--- config.mk ---
export PLATFORM = sky130hd
export DESIGN_NAME = pipeline_hazard_ctrl
export DESIGN_NICKNAME = d
export VERILOG_FILES = /design/src/rtl/pipeline_hazard_ctrl.sv
export SDC_FILE = /design/constraint.sdc
export NUM_CORES = 1
export LEC_CHECK = 0
export CORE_AREA = 2 2 73 54
export DETAILED_ROUTE_END_ITERATION = 8
export DIE_AREA = 0 0 75 56
export PLACE_DENSITY_LB_ADDON = 0.25
export SETUP_SLACK_MARGIN = 0.15
export SYNTH_ARGS = -nofsm -noshare
export SYNTH_HDL_FRONTEND = slang
export SYNTH_SLANG_ARGS = --single-unit
--- constraint.sdc ---
create_clock -name clock -period 2.6 [get_ports clock]
set_clock_uncertainty 0.15 [all_clocks]
set_input_delay 0.26 -clock clock [delete_from_list [all_inputs] [get_ports clock]]
set_output_delay 0.26 -clock clock [all_outputs]
set_load 0.005 [all_outputs]
--- src/rtl/pipeline_hazard_ctrl.sv ---
// pipeline_hazard_ctrl: central hazard/forwarding controller for a 5-stage MIPS pipeline.
//   Produces EX operand forwarding selects, ID branch-compare forwarding selects, stage
//   hold/flush controls, and a multi-cycle (mul/div) EX occupancy FSM.
//   Optional feature macro: HAZ_PERF_EN enables saturating stall/flush perf counters;
//   without it stall_cnt/flush_cnt are tied to zero and no counter flops exist.
// Ports:
//   clock, reset_n                   clock, synchronous active-low reset
//   id_rs/id_rt, id_use_rs/id_use_rt ID-stage sources and their use flags
//   id_branch, id_jump, br_taken     control-flow info (branch stage per BR_IN_ID)
//   ex_rs/ex_rt/ex_rd, ex_regwrite, ex_memread, ex_mc_start   ID_EX fields
//   mem_rd, mem_regwrite, mem_memread                         EX_MEM fields
//   wb_rd, wb_regwrite                                        MEM_WB fields
//   fwd_a/fwd_b                      EX operand select: 00 regfile, 01 MEM_WB, 10 EX_MEM
//   fwd_id_a/fwd_id_b                ID compare operand from EX_MEM
//   pc_hold, if_id_hold, id_ex_hold, if_id_flush, id_ex_flush, ex_busy
//   stall_cnt, flush_cnt             perf counters
module pipeline_hazard_ctrl #(
  parameter int unsigned REG_AW   = 5,
  parameter int unsigned MC_LAT   = 4,
  parameter int unsigned BR_IN_ID = 1,
  parameter int unsigned CNT_W    = 16
) (
  input  logic              clock,
  input  logic              reset_n,
  input  logic [REG_AW-1:0] id_rs,
  input  logic [REG_AW-1:0] id_rt,
  input  logic              id_use_rs,
  input  logic              id_use_rt,
  input  logic              id_branch,
  input  logic              id_jump,
  input  logic              br_taken,
  input  logic [REG_AW-1:0] ex_rs,
  input  logic [REG_AW-1:0] ex_rt,
  input  logic [REG_AW-1:0] ex_rd,
  input  logic              ex_regwrite,
  input  logic              ex_memread,
  input  logic              ex_mc_start,
  input  logic [REG_AW-1:0] mem_rd,
  input  logic              mem_regwrite,
  input  logic              mem_memread,
  input  logic [REG_AW-1:0] wb_rd,
  input  logic              wb_regwrite,
  output logic [1:0]        fwd_a,
  output logic [1:0]        fwd_b,
  output logic              fwd_id_a,
  output logic              fwd_id_b,
  output logic              pc_hold,
  output logic              if_id_hold,
  output logic              id_ex_hold,
  output logic              if_id_flush,
  output logic              id_ex_flush,
  output logic              ex_busy,
  output logic [CNT_W-1:0]  stall_cnt,
  output logic [CNT_W-1:0]  flush_cnt
);

  localparam int unsigned CntW    = (MC_LAT > 2) ? $clog2(MC_LAT) : 1;
  localparam int unsigned LastCnt = (MC_LAT > 2) ? MC_LAT - 2 : 0;

  typedef enum logic {StIdle, StBusy} state_t;

  state_t          state_q;
  logic [CntW-1:0] cnt_q;
  logic            done_q;  // op in EX just finished; its still-high start must not retrigger

  // Register 0 never produces a match.
  function automatic logic hit(input logic [REG_AW-1:0] rd, input logic [REG_AW-1:0] rs);
    return (rd != '0) && (rd == rs);
  endfunction

  function automatic logic id_src_hit(input logic [REG_AW-1:0] rd);
    return (id_use_rs && hit(rd, id_rs)) || (id_use_rt && hit(rd, id_rt));
  endfunction

  logic mc_accept, busy, load_use, br_stall, redirect;

  always_comb begin
    mc_accept = (MC_LAT > 1) && (state_q == StIdle) && ex_mc_start && !done_q;
    busy      = mc_accept || (state_q == StBusy);
    load_use  = ex_memread && id_src_hit(ex_rd);
    br_stall  = (BR_IN_ID != 0) && id_branch &&
                ((ex_regwrite && id_src_hit(ex_rd)) || (mem_memread && id_src_hit(mem_rd)));
    redirect  = id_jump || (id_branch && br_taken);
  end

  always_comb begin
    fwd_a       = 2'b00;
    fwd_b       = 2'b00;
    fwd_id_a    = 1'b0;
    fwd_id_b    = 1'b0;
    pc_hold     = 1'b0;
    if_id_hold  = 1'b0;
    id_ex_hold  = 1'b0;
    if_id_flush = 1'b0;
    id_ex_flush = 1'b0;
    ex_busy     = 1'b0;
    if (reset_n) begin
      if (mem_regwrite && !mem_memread && hit(mem_rd, ex_rs)) fwd_a = 2'b10;
      else if (wb_regwrite && hit(wb_rd, ex_rs))              fwd_a = 2'b01;
      if (mem_regwrite && !mem_memread && hit(mem_rd, ex_rt)) fwd_b = 2'b10;
      else if (wb_regwrite && hit(wb_rd, ex_rt))              fwd_b = 2'b01;
      if (BR_IN_ID != 0) begin
        fwd_id_a = mem_regwrite && !mem_memread && hit(mem_rd, id_rs);
        fwd_id_b = mem_regwrite && !mem_memread && hit(mem_rd, id_rt);
      end
      if (busy) begin
        // Freeze everything up to EX; the datapath bubbles EX_MEM using ex_busy.
        ex_busy    = 1'b1;
        pc_hold    = 1'b1;
        if_id_hold = 1'b1;
        id_ex_hold = 1'b1;
      end else if (load_use || br_stall) begin
        pc_hold     = 1'b1;
        if_id_hold  = 1'b1;
        id_ex_flush = 1'b1;
      end else if (redirect) begin
        if_id_flush = 1'b1;
        if ((BR_IN_ID == 0) && id_branch && br_taken) id_ex_flush = 1'b1;
      end
    end
  end

  always_ff @(posedge clock) begin
    if (!reset_n) begin
      state_q <= StIdle;
      cnt_q   <= '0;
      done_q  <= 1'b0;
    end else begin
      unique case (state_q)
        StIdle: begin
          done_q <= 1'b0;
          if (mc_accept) begin
            if (MC_LAT == 2) begin
              done_q <= 1'b1;
            end else begin
              state_q <= StBusy;
              cnt_q   <= CntW'(1);
            end
          end
        end
        StBusy: begin
          if (cnt_q == CntW'(LastCnt)) begin
            state_q <= StIdle;
            done_q  <= 1'b1;
          end else begin
            cnt_q <= cnt_q + CntW'(1);
          end
        end
        default: state_q <= StIdle;
      endcase
    end
  end

`ifdef HAZ_PERF_EN
  logic [CNT_W-1:0] stall_q, flush_q;

  always_ff @(posedge clock) begin
    if (!reset_n) begin
      stall_q <= '0;
      flush_q <= '0;
    end else begin
      if ((pc_hold || if_id_hold || id_ex_hold) && (stall_q != '1)) stall_q <= stall_q + 1'b1;
      if ((if_id_flush || id_ex_flush) && (flush_q != '1))         flush_q <= flush_q + 1'b1;
    end
  end

  assign stall_cnt = stall_q;
  assign flush_cnt = flush_q;
`else
  assign stall_cnt = '0;
  assign flush_cnt = '0;
`endif

endmodule

==> metrics.md, run 1 <==
| Metric | Value |
|---|---|
| Unrepaired setup endpoints after global routing | false |
| Final period util | 0.908 |
| Critical Path RT | 2190 ps |
| Via Count | 1087 |
| Overall Power | 0.450 mW |
| Placed cell count | 266 |
| Area delta synth->final | 66.9% |
| CTS clk-pin slew, worst paths | 30 ps |
| First-pass GRT wire length | 4740 µm |
| Synthesized area | 1080 µm² |
| Peak VDD IR | 0.162 mV |
| Drt wl/cell | 10.8 µm |
| Worst path depth | 6 |
| Final hold violation count | 0 |
| Worst min path class | reg -> reg |
| R2R depth | 6 |
| Cell Rows | 18 |
| Critical Path End Type | output pin |
| Commonest non-fill, non-tap cell in the layout | clkdlybuf4s50_1 |
| Post-synth cell types | 31 |
| CP Class | in -> out |
| Port Buf Inserts | 59 |
| Gr usage total | 0.143 |
| Worst setup SP type | input pin |
| Pin count of the biggest net entering global routing | 8 |
| Status | completed |
| Layout net count | 270 |
| Maxcap violations | 0 |
| Post-route ant nets | 0 |
| Routed WL | 2910 µm |
| Worst Hold Depth | 2 |
| Synth Flop Type | dfxtp_1 |
| Synth Register Bits | 4 |
| Die W | 75 µm |
| Die Area | 4200 µm² |
| I/O pins | 92 |
| Crit-path cells | clkdlybuf4s50_1 -> buf_4 -> xor2_1 -> or4_4 -> nor4_2 -> clkbuf_2 |
| CTS tree | done |
| Initial Util | 0.313 |
| CP max stage cell | or4_4 |
| Chip height | 56 µm |
| Worst-Skew Late Latency | 220 ps |
| Share of cells above drive strength 1 | 0.210 |
| Worst Hold Launch | cnt_q[0] |
| Diodes inserted | 0 |
| R2R setup slack | 1320 ps |
| Worst path bufs/invs | 3 |
| Seq/Total Area, Yosys | 0.0743 |
| RR Endpoint | cnt_q[1] |
| GRT overflow | 0 |
| Clock buffer depth | 2 |
| TritonRoute pass-1 iters | 4 |
| Minimum clock period | 2360 ps |
| Final setup vio count | 0 |
| Async set or reset register ratio after synthesis | 0 |
| Hold Buf Count CTS | 0 |
| Placer Congestion | 0.819 |
| Number of synthesized flops with an enable pin | 0 |
| DP Wirelength | 2640 µm |
| Util after Layout | 0.522 |
| CTS buffer count | 3 |
| DRT iter0 DRCs | 23 |
| Hold Path Sink | cnt_q[0] |
| Worst path top cell family by delay | simple AND/OR/NAND/NOR gates |
| H-tree depth | 1 |
| Clock Sinks | 4 |
| DRC Markers | 0 |
| Crit-path max cell delay | 520 ps |
| Vias in the first global route | 1048 |
| CP Max Fanout | 2 |
| Setup bufs post-CTS | 0 |
| Clock root cell | clkbuf_8 |
| Highest-count cells in the layout ignoring fill and taps | clkdlybuf4s50_1 (45), conb_1 (32), xnor2_1 (26) |
| Fmax | 424 MHz |
| Mapped Cells | 142 |
| Pwr dens | 251 nW/µm² |
| R2R Path Start | cnt_q[0] |
| CP arrival | 1950 ps |
| Antenna violations before repair | 0 |
| LEAKAGE | 0.773 nW |
| Final std cells w/o fill | 269 |
| Ys Warns | 0 |
| Max Slew Vio Count | 0 |
| Core Footprint | 3450 µm² |
| Vias per inst | 4.04 |
| Syn Area/Cell | 7.59 µm² |
flip-flops by register name, summed over array words and instances (netlist names):
signal / cells
done_q: 1
cnt_q: 2
state_q: 1
cells by family (layout without fill, tap and decap cells):
group	after synthesis	count (layout)	synth area share
AOI/OAI and AO/OA	14	14	0.0976
xor gates and xnor gates	41	41	0.333
adders and majority gates	1	1	0.0116
buffers and inverters	43	89	0.280
DFF	4	4	0.0743
other	1	32	0.00348
and+or+nand+nor	38	38	0.200
per-layer routing:
layer	track usage	vias to the layer above	wire length, µm
met5	0	-	0
met4	0.0306	0	19
li1	-	567	-
met2	0.224	36	1410
met3	0.0362	4	192
met1	0.195	480	1290
worst min-delay path: stages (launching register included):
cell and delay (ps):
dfxtp_1 310, inv_1 70, a221oi_1 70
cells in the mapped netlist (2+ instances only):
master | count | share of area
buf_4 | 34 | 0.24
xnor2_1 | 26 | 0.21
xor2_1 | 15 | 0.12
a21oi_1 | 6 | 0.028
nand3_1 | 6 | 0.028
nor2_1 | 6 | 0.021
nand2_1 | 5 | 0.017
nor3_1 | 5 | 0.023
buf_2 | 4 | 0.019
dfxtp_1 | 4 | 0.074
inv_1 | 4 | 0.014
nor4_1 | 4 | 0.023
and2_1 | 2 | 0.012
nand4_1 | 2 | 0.012
nor3b_1 | 2 | 0.014
or4_1 | 2 | 0.014
power by group:
group	internal, mW	leakage, nW	switching, mW
sequential	0.0660	0.0329	0.00403
clock	0.0988	0.0216	0.0340
combinational	0.143	0.718	0.105
total	0.308	0.773	0.143
layout make-up:
class                           instances  area [µm²]
Fill cell                             347        1650
Multi-Input combinational cell        126         876
Timing Repair Buffer                   82         723
Sequential cell                         4        80.1
Tap cell                               50        62.6
Clock buffer                            3        41.3
Inverter                                4        15.0
worst max path at each step:
stage,slack (ps),endpoint,startpoint
final,240,fwd_a[0],wb_rd[4]
after global routing,140,fwd_a[0],wb_rd[1]
after CTS,160,id_ex_flush,mem_rd[0]
after detailed placement,-330,fwd_b[1],mem_rd[3]
after global placement,-280,fwd_a[1],mem_rd[2]
after floorplan,550,pc_hold,mem_rd[3]
stage by stage:
step / setup TNS [ps] / setup slack, ps / area [µm²] / hold WS, ps
floorplan: 0 / 548 / 1190 / 258
finish: 0 / 239 / 1800 / 367
global placement: -2140 / -281 / 1730 / 361
CTS: 0 / 159 / 1790 / 369
global route: 0 / 139 / 1800 / 387
detailed placement: -2360 / -333 / 1730 / 360
repair_timing:
item | 4_1_cts | 5_1_grt
endpoints found under the setup margin | 10 | 5
pin swaps | 8 | 4
endpoints found under the hold margin | 0 | 0
gates resized for setup | 38 | 6
Note: power is estimated with default switching activity, not from simulation.
==> inputs of run 2 (changes only) <==
--- a/config.mk
+++ b/config.mk
@@ -5,10 +5,11 @@
 export SDC_FILE = /design/constraint.sdc
 export NUM_CORES = 1
 export LEC_CHECK = 0
-export CORE_AREA = 2 2 73 54
+export CORE_AREA = 2 2 72 53
+export CTS_BUF_LIST = sky130_fd_sc_hd__clkbuf_8
 export DETAILED_ROUTE_END_ITERATION = 8
-export DIE_AREA = 0 0 75 56
-export PLACE_DENSITY_LB_ADDON = 0.25
+export DIE_AREA = 0 0 74 55
+export PLACE_DENSITY = 0.86
 export SETUP_SLACK_MARGIN = 0.15
 export SYNTH_ARGS = -nofsm -noshare
 export SYNTH_HDL_FRONTEND = slang
==> run 2 against run 1 <==
Net effect: flip-flop and latch count unchanged; routed wire length increased by 11%; first-iteration DRC count increased by 35%; via count increased by 5.2%; final area increased by 2.5%; highest routed layer unchanged; global-route usage increased by 2.0 points; die area decreased by 3.1%.
==> metrics.md, run 2 (synthesis results as in run 1) <==
| Metric | Value |
|---|---|
| Status | completed (unchanged) |
| RR Endpoint | cnt_q[1] (unchanged) |
| CP arrival | 1990 ps (was 1950 ps) |
| Unrepaired setup endpoints after global routing | false (unchanged) |
| CP Class | in -> out (unchanged) |
| Placer Congestion | 0.890 (was 0.819) |
| H-tree depth | 1 (unchanged) |
| Overall Power | 0.463 mW (was 0.450 mW) |
| CTS clk-pin slew, worst paths | 40 ps (was 30 ps) |
| Highest-count cells in the layout ignoring fill and taps | clkdlybuf4s50_1 (44), conb_1 (32), xnor2_1 (26) (was clkdlybuf4s50_1 (45), conb_1 (32), xnor2_1 (26)) |
| Die Area | 4070 µm² (was 4200 µm²) |
| Chip height | 55 µm (was 56 µm) |
| GRT overflow | 0 (unchanged) |
| DP Area | 1730 µm² (unchanged) |
| Routed WL | 3240 µm (was 2910 µm) |
| Worst setup margin | 199 ps (was 239 ps) |
| Via Count | 1144 (was 1087) |
| Util after Layout | 0.542 (was 0.522) |
| Worst Hold Launch | state_q (was cnt_q[0]) |
| Final setup vio count | 0 (unchanged) |
| Crit-path most repeated cell | buf_4 |
| Core Footprint | 3400 µm² (was 3450 µm²) |
| LEAKAGE | 0.793 nW (was 0.773 nW) |
| Clock root cell | clkbuf_8 (unchanged) |
| Drt wl/cell | 11.9 µm (was 10.8 µm) |
| Clock buffer depth | 2 (unchanged) |
| CP Max Fanout | 3 (was 2) |
| Worst-Skew Late Latency | 230 ps (was 220 ps) |
| R2R depth | 6 (unchanged) |
| Critical Path RT | 2190 ps (about the same) |
| Hold Path Sink | done_q (was cnt_q[0]) |
| Die W | 74 µm (was 75 µm) |
| Crit-path max cell delay | 560 ps (was 520 ps) |
| Antenna violations before repair | 0 (unchanged) |
| TritonRoute pass-1 iters | 4 (unchanged) |
| Commonest non-fill, non-tap cell in the layout | clkdlybuf4s50_1 (unchanged) |
| Critical Path End Type | output pin (unchanged) |
| Pwr dens | 251 nW/µm² (about the same) |
| DRC Markers | 0 (unchanged) |
| Crit-path cells | dlygate4sd2_1 -> or4_4 -> nor2_4 -> or3b_4 -> buf_4 -> nor4_4 -> buf_4 -> nor3_4 -> buf_2 (was clkdlybuf4s50_1 -> buf_4 -> xor2_1 -> or4_4 -> nor4_2 -> clkbuf_2) |
| Diodes inserted | 0 (unchanged) |
| R2R setup slack | 1290 ps (was 1320 ps) |
| Vias in the first global route | 1049 (was 1048) |
| Pin count of the biggest net entering global routing | 8 (unchanged) |
| Port Buf Inserts | 59 (unchanged) |
| Layout net count | 272 (was 270) |
| Share of cells above drive strength 1 | 0.213 (was 0.210) |
| Regs by FF count | cnt_q: 2 flops, done_q: 1 flops, state_q: 1 flops (unchanged) |
| Final period util | 0.923 (was 0.908) |
| Worst setup SP type | input pin (unchanged) |
| Minimum clock period | 2400 ps (was 2360 ps) |
| Worst min path class | reg -> reg (unchanged) |
| DRT iter0 DRCs | 31 (was 23) |
| Worst path top cell family by delay | simple AND/OR/NAND/NOR gates (unchanged) |
| Post-Place Setup Slack | -344 ps (was -333 ps) |
| CP max stage cell | or4_4 (unchanged) |
| CTS buffer count | 3 (unchanged) |
| Clock Sinks | 4 (unchanged) |
| Peak VDD IR | 0.176 mV (was 0.162 mV) |
| Vias per inst | 4.22 (was 4.04) |
| First-pass GRT wire length | 5010 µm (was 4740 µm) |
| Maxcap violations | 0 (unchanged) |
| Design Area, Final | 1840 µm² (was 1800 µm²) |
| Cell Rows | 18 (unchanged) |
| Fmax | 417 MHz (was 424 MHz) |
| Max reg flops | 2 (unchanged) |
| Worst path bufs/invs | 4 (was 3) |
| Largest reg by FF count | cnt_q (unchanged) |
| Worst Hold Depth | 1 (was 2) |
| Max Slew Vio Count | 0 (unchanged) |
| Gr usage total | 0.163 (was 0.143) |
| R2R Path Start | cnt_q[0] (unchanged) |
| Final hold violation count | 0 (unchanged) |
| Initial Util | 0.317 (was 0.313) |
| DP Wirelength | 2800 µm (was 2640 µm) |
| I/O pins | 92 (unchanged) |
| CTS tree | done (unchanged) |
| Post-route ant nets | 0 (unchanged) |
| Area delta synth->final | 71.1% (was 66.9%) |
run 2: changes by cell type in the layout (fill, tap and decap cells not counted), sizes merged:
| cell | previous run | this run |
|---|---|---|
| clkbuf | 5 | 4 |
| buf | 28 | 30 |
| clkdlybuf4s50 | 45 | 44 |
| clkdlybuf4s15 | 0 | 1 |
| dlygate4sd2 | 6 | 7 |
run 2: worst max-delay path by stage:
stage | startpoint | endpoint | cells after the start
finish | mem_rd[3] | fwd_b[0] | 9
detailed placement | mem_rd[3] | fwd_a[1] | 7
global route | mem_rd[3] | if_id_flush | 7
global placement | mem_rd[0] | fwd_id_b | 7
CTS | mem_rd[4] | fwd_a[1] | 7
floorplan | mem_rd[3] | pc_hold | 7
run 2: power by group:
group | switching (mW) | internal, mW | leakage (nW)
clock network | 0.0371 | 0.0991 | 0.0216
registers | 0.00422 | 0.0660 | 0.0329
logic | 0.112 | 0.145 | 0.739
run 2: worst register-to-register path: cells and delay by family, from the launching register on:
family | cells | cell delay (ps)
and+or+nand+nor | 2 | 140
buffers and inverters | 1 | 70
AOI/OAI and AO/OA | 2 | 230
DFF | 1 | 340
adders and majority gates | 1 | 250
run 2: repair_timing:
action,CTS,global route
pin swaps,9,6
setup buffers,0,2
hold buffers,0,0
resized for setup,41,6
endpoints found under the setup margin,10,6
run 2: layer usage:
metal / track usage / wire (µm)
met5: 0 / 0
met1: 0.205 / 1420
met4: 0.0485 / 30
met3: 0.0399 / 202
met2: 0.280 / 1580
run 2: through the flow:
stage | hold WS, ps | instances | setup TNS, ps
3_3_place_gp | 350 | 266 | -2160
3_5_place_dp | 365 | 266 | -2610
6_report | 367 | 271 | 0
2_1_floorplan | 258 | 173 | 0
5_1_grt | 386 | 271 | 0
4_1_cts | 362 | 269 | 0
run 2: final cells by class:
cell class	instances	area (µm²)
fill	309	1560
multi-input combinational	126	902
timing repair buffer	84	742
sequential	4	80.1
tap	50	62.6
clock buffer	3	41.3
inverter	4	15.0
